**src/rtl/elastic_pipeline_buffer_if.sv**
```systemverilog
// Valid/ready bundle around one elastic pipeline buffer.
// The master side is the surrounding pipeline, the slave side the buffer.
interface elastic_pipeline_buffer_if #(
    parameter int WIDTH = 32,
    parameter int DEPTH = 2
);
    localparam int LW = $clog2(DEPTH + 1);

    logic             flush;
    logic             in_valid;
    logic [WIDTH-1:0] in_data;
    logic             in_ready;
    logic             out_valid;
    logic [WIDTH-1:0] out_data;
    logic             out_ready;
    logic [LW-1:0]    level;
    logic             almost_full;

    modport master (
        output flush, in_valid, in_data, out_ready,
        input  in_ready, out_valid, out_data, level, almost_full
    );

    modport slave (
        input  flush, in_valid, in_data, out_ready,
        output in_ready, out_valid, out_data, level, almost_full
    );
endinterface

```
**src/rtl/elastic_pipeline_buffer.sv**
```systemverilog
// Circular-buffer skid stage with explicit occupancy count and flush.
// Handshake outputs depend only on registered state, never on out_ready.
module elastic_pipeline_buffer #(
    parameter int WIDTH = 32,
    parameter int DEPTH = 2,
    parameter int AFULL = DEPTH - 1
) (
    input logic clk,
    input logic reset_n,
    elastic_pipeline_buffer_if.slave bus
);
    localparam int CW = $clog2(DEPTH + 1);
    localparam int PW = (DEPTH > 1) ? $clog2(DEPTH) : 1;

    logic [WIDTH-1:0] mem [DEPTH];
    logic [PW-1:0]    wp;
    logic [PW-1:0]    rp;
    logic [CW-1:0]    count;
    logic             push;
    logic             pop;

    function automatic logic [PW-1:0] next_ptr(input logic [PW-1:0] p);
        return (p == PW'(DEPTH - 1)) ? '0 : p + PW'(1);
    endfunction

    assign bus.in_ready    = (count != CW'(DEPTH));
    assign bus.out_valid   = (count != '0);
    assign bus.out_data    = mem[rp];
    assign bus.level       = count;
    assign bus.almost_full = (int'(count) >= AFULL);

    assign push = bus.in_valid & bus.in_ready;
    assign pop  = bus.out_valid & bus.out_ready;

    always_ff @(posedge clk or negedge reset_n) begin
        if (!reset_n) begin
            wp    <= '0;
            rp    <= '0;
            count <= '0;
            for (int i = 0; i < DEPTH; i++) begin
                mem[i] <= '0;
            end
        end else if (bus.flush) begin
            // Squash drops pointers only; stale array contents are harmless.
            wp    <= '0;
            rp    <= '0;
            count <= '0;
        end else begin
            if (push) begin
                mem[wp] <= bus.in_data;
                wp      <= next_ptr(wp);
            end
            if (pop) begin
                rp <= next_ptr(rp);
            end
            unique case ({push, pop})
                2'b10:   count <= count + CW'(1);
                2'b01:   count <= count - CW'(1);
                default: count <= count;
            endcase
        end
    end
endmodule

```
**src/flat_wrapper.sv**
```systemverilog
// flat-port wrapper written by rule: the top's interface ports become plain ports
module elastic_pipeline_buffer_flat 
#(
    parameter int WIDTH = 32,
    parameter int DEPTH = 2,
    parameter int AFULL = DEPTH - 1
)
  (clk, reset_n, bus_flush, bus_in_valid, bus_in_data, bus_out_ready, bus_in_ready, bus_out_valid, bus_out_data, bus_level, bus_almost_full);
  elastic_pipeline_buffer_if #(.WIDTH(WIDTH), .DEPTH(DEPTH)) bus_i ();
  input logic clk;
  input logic reset_n;
  input wire logic [$bits(bus_i.flush)-1:0] bus_flush;
  input wire logic [$bits(bus_i.in_valid)-1:0] bus_in_valid;
  input wire logic [$bits(bus_i.in_data)-1:0] bus_in_data;
  input wire logic [$bits(bus_i.out_ready)-1:0] bus_out_ready;
  output wire logic [$bits(bus_i.in_ready)-1:0] bus_in_ready;
  output wire logic [$bits(bus_i.out_valid)-1:0] bus_out_valid;
  output wire logic [$bits(bus_i.out_data)-1:0] bus_out_data;
  output wire logic [$bits(bus_i.level)-1:0] bus_level;
  output wire logic [$bits(bus_i.almost_full)-1:0] bus_almost_full;
  assign bus_i.flush = bus_flush;
  assign bus_i.in_valid = bus_in_valid;
  assign bus_i.in_data = bus_in_data;
  assign bus_i.out_ready = bus_out_ready;
  assign bus_in_ready = bus_i.in_ready;
  assign bus_out_valid = bus_i.out_valid;
  assign bus_out_data = bus_i.out_data;
  assign bus_level = bus_i.level;
  assign bus_almost_full = bus_i.almost_full;
  elastic_pipeline_buffer #(.WIDTH(WIDTH), .DEPTH(DEPTH), .AFULL(AFULL)) u_core (.clk(clk), .reset_n(reset_n), .bus(bus_i));
endmodule
```
**config.mk**
```make
export PLATFORM = sky130hd
export DESIGN_NAME = elastic_pipeline_buffer_flat
export DESIGN_NICKNAME = d
export VERILOG_FILES = /design/src/rtl/elastic_pipeline_buffer_if.sv /design/src/rtl/elastic_pipeline_buffer.sv /design/src/flat_wrapper.sv
export SDC_FILE = /design/constraint.sdc
export NUM_CORES = 1
export LEC_CHECK = 0
export CORE_MARGIN = 3
export CORE_UTILIZATION = 53
export DETAILED_ROUTE_END_ITERATION = 16
export PLACE_DENSITY = 0.85
export SLEW_MARGIN = 0
export SYNTH_ARGS = -nofsm -noshare
export SYNTH_HDL_FRONTEND = slang
export SYNTH_SLANG_ARGS = --single-unit
```
**constraint.sdc**
```tcl
create_clock -name clk -period 4.3 [get_ports clk]
set_input_delay 0.86 -clock clk [delete_from_list [all_inputs] [get_ports clk]]
set_output_delay 0.86 -clock clk [all_outputs]
set_load 0.01 [all_outputs]
```
==> results.yml <==
grt:
  overflow: 0
  grt_pass1_wl_um: 9490
  first_global_vias: 1968
  antenna_found_initial: 0
  grt_max_degree: 41
  track_usage_pct: 19.2
timing:
  rsz0062_at_grt: "no"
  finalHoldViolations: 0
  tightest_slew_ns: 0.629
  min_period_ns: 3.00
  min_period_over_period_pct: 69.8
  max_slew_margin_pct: 58.1
  setup_viol: 0
  finClkSkew_ns: 0.00655
  setup_ws_ns: 1.30
  hold_slack_ns: 0.487
  fmax_ghz: 0.333
  tns_ns: 0
  maxSlewViolCount: 0
logic_synthesis:
  yosysSeqAreaShare_pct: 55.8
  synth_enable_flop_cells: 0
  synthSimpleGateAreaFrac_pct: 1.93
  avgSynthCellArea_sq_um: 15.3
  syn_area_sq_um: 3050
  synth_cells: 199
  async_flop_share_pct: 100
  syn-num-nets: 238
  synth_xor_area_share_pct: 0.861
  synth_fa_ha_area_share_pct: 1.15
  yosys_warnings: 0
  synth_mux_area_share_pct: 35.8
  synth_top_family_by_area: "multiplexers"
  synthFlopType: "dfrtp_1"
  synth_cell_types: 20
  ys_ff_latch: 68
  synth_compound_area_share_pct: 0.779
placement:
  dp_cells: 336
  dpl_cell_area_sq_um: 3820
  place_ws_ns: 1.46
  place.gp.congestion: 0.723
  portBuffers: 73
  hpwl_um: 3990
detailed_routing:
  wl_per_cell_um: 16.7
  ant_nets: 0
  wl_um: 5890
  detail_route.iter0.violations: 70
  drcViolationCount: 0
  first_pass_iters: 2
  vias: 1804
  routed_via_density: 5.13
status:
  outcome: "finished, final reports clean"
floorplanning:
  fp-row-count: 27
  die-area_sq_um: 6700
  die_w_um: 81.9
  start_util_pct: 55.1
  dieHeight_um: 81.9
  core_area_sq_um: 5540
  io_pins: 74
job:
  drv_cap: 0
cts:
  worstSkewPairLatency_ns: 0.33
  cts_max_path_buffers: 2
  clock_sinks: 68
  htree_num_levels: 3
  root_buffer: "clkbuf_8"
  cts_tree: "done"
  cts_resized: 0
  cts_setup_buffers: 0
  holdBufCountCts: 0
  cts.clk_slew.worst_paths_ns: 0.07
  cts_made_buffers: 9
setup_path:
  path_class: "reg -> out"
  worstPathRequired_ns: 3.44
  worst_setup_path_end_kind: "output port"
  critPathMaxFanout: 29
  path_cells: "buf_4 -> mux2_2 -> clkdlybuf4s50_1"
  cp_slowest_cell: "dfrtp_1"
  worstSetupStartpointType: "flip-flop"
  slowest_delay_ns: 0.48
  critPathTopFamily: "buffers and inverters"
  path_buf_inv: 2
  cp.arrival_ns: 2.14
layout:
  drive_gt1_share_pct: 41.1
  antenna_cells: 0
  layout_commonest_cell: "mux2_2"
  stdcell_area_sq_um: 4020
  fin_cells: 352
  post-route-util_pct: 72.6
  n_fill_cell: 396
  multi_input_area_sq_um: 1240
  fin_nets: 314
  layout_common_cells: "mux2_2 (92), clkdlybuf4s50_1 (72), dfrtp_1 (68), clkbuf_8 (11), mux2_1 (5)"
  register_area_sq_um: 1700
  syn_to_final_growth_pct: 31.8
worst_hold_path:
  hp-class: "reg -> reg"
power:
  power_per_cell_area_nw_per_um2: 745
  irDropWorstVdd_uv: 409
  power_mw: 3.00
  p_leak_nw: 1.66
[cell usage after synthesis (all sizes together) (2+ instances only)]
master  instances  area [sq um]
ha              2          25.0
mux2           97          1090
inv             4          15.0
nor2            3          11.3
dfrtp          68          1700
buf            12          95.1
a21oi           2          10.0
xnor2           2          17.5
[layout make-up]
class / instances / share of cell area (%)
Clock inverter: 4 / 1.18
Clock buffer: 12 / 3.86
Multi-Input combinational cell: 114 / 30.7
Timing Repair Buffer: 78 / 19.3
Inverter: 4 / 0.373
Sequential cell: 68 / 42.3
Tap cell: 72 / 2.24
[power by group]
group | switching (mW) | internal (mW) | total (mW)
clock network | 0.235 | 0.298 | 0.533
logic | 0.478 | 0.872 | 1.35
registers | 0.159 | 0.956 | 1.11
[worst reg2reg max path, stage by stage (launching register included)]
cell      delay, ns
dfrtp_1        0.34
inv_1          0.08
ha_1           0.21
nand2b_1       0.30
nor3b_4        0.32
buf_4          0.42
mux2_2         0.40
[registers in the layout, indices dropped and copies added, names as in the netlist]
register          count
u_core.bus.level      2
u_core.mem           64
u_core.rp             1
u_core.wp             1
[routing by layer]
metal	up-vias	GRT usage [%]	share of wire [%]
met3	8	4.93	6.1
li1	851	-	-
met2	57	28.5	45
met1	888	26.4	47
met5	-	0	0
met4	0	8.97	1.7
[path summary, 6_finish.rpt]
kind,from,to,slack (ns),cells past startpoint
hold reg to reg,u_core.mem[48],u_core.mem[48],0.49,1
setup / recovery,u_core.rp,bus_out_data[6],1.30,3
max in group asynchronous,reset_n,u_core.mem[17],2.82,2
hold / removal,u_core.mem[48],u_core.mem[48],0.49,1
min in group asynchronous,reset_n,u_core.mem[48],0.54,1
setup reg to reg,u_core.bus.level[0],u_core.mem[13],2.10,6
[kinds of logic after synthesis]
family	Yosys count
AO/OA/AOI/OAI	4
buffers and inverters	17
flip-flops	68
XOR/XNOR	3
AND/OR/NAND/NOR	7
multiplexers	97
adder cells (fa/ha/maj)	3
(Power assumes the default switching activity.)
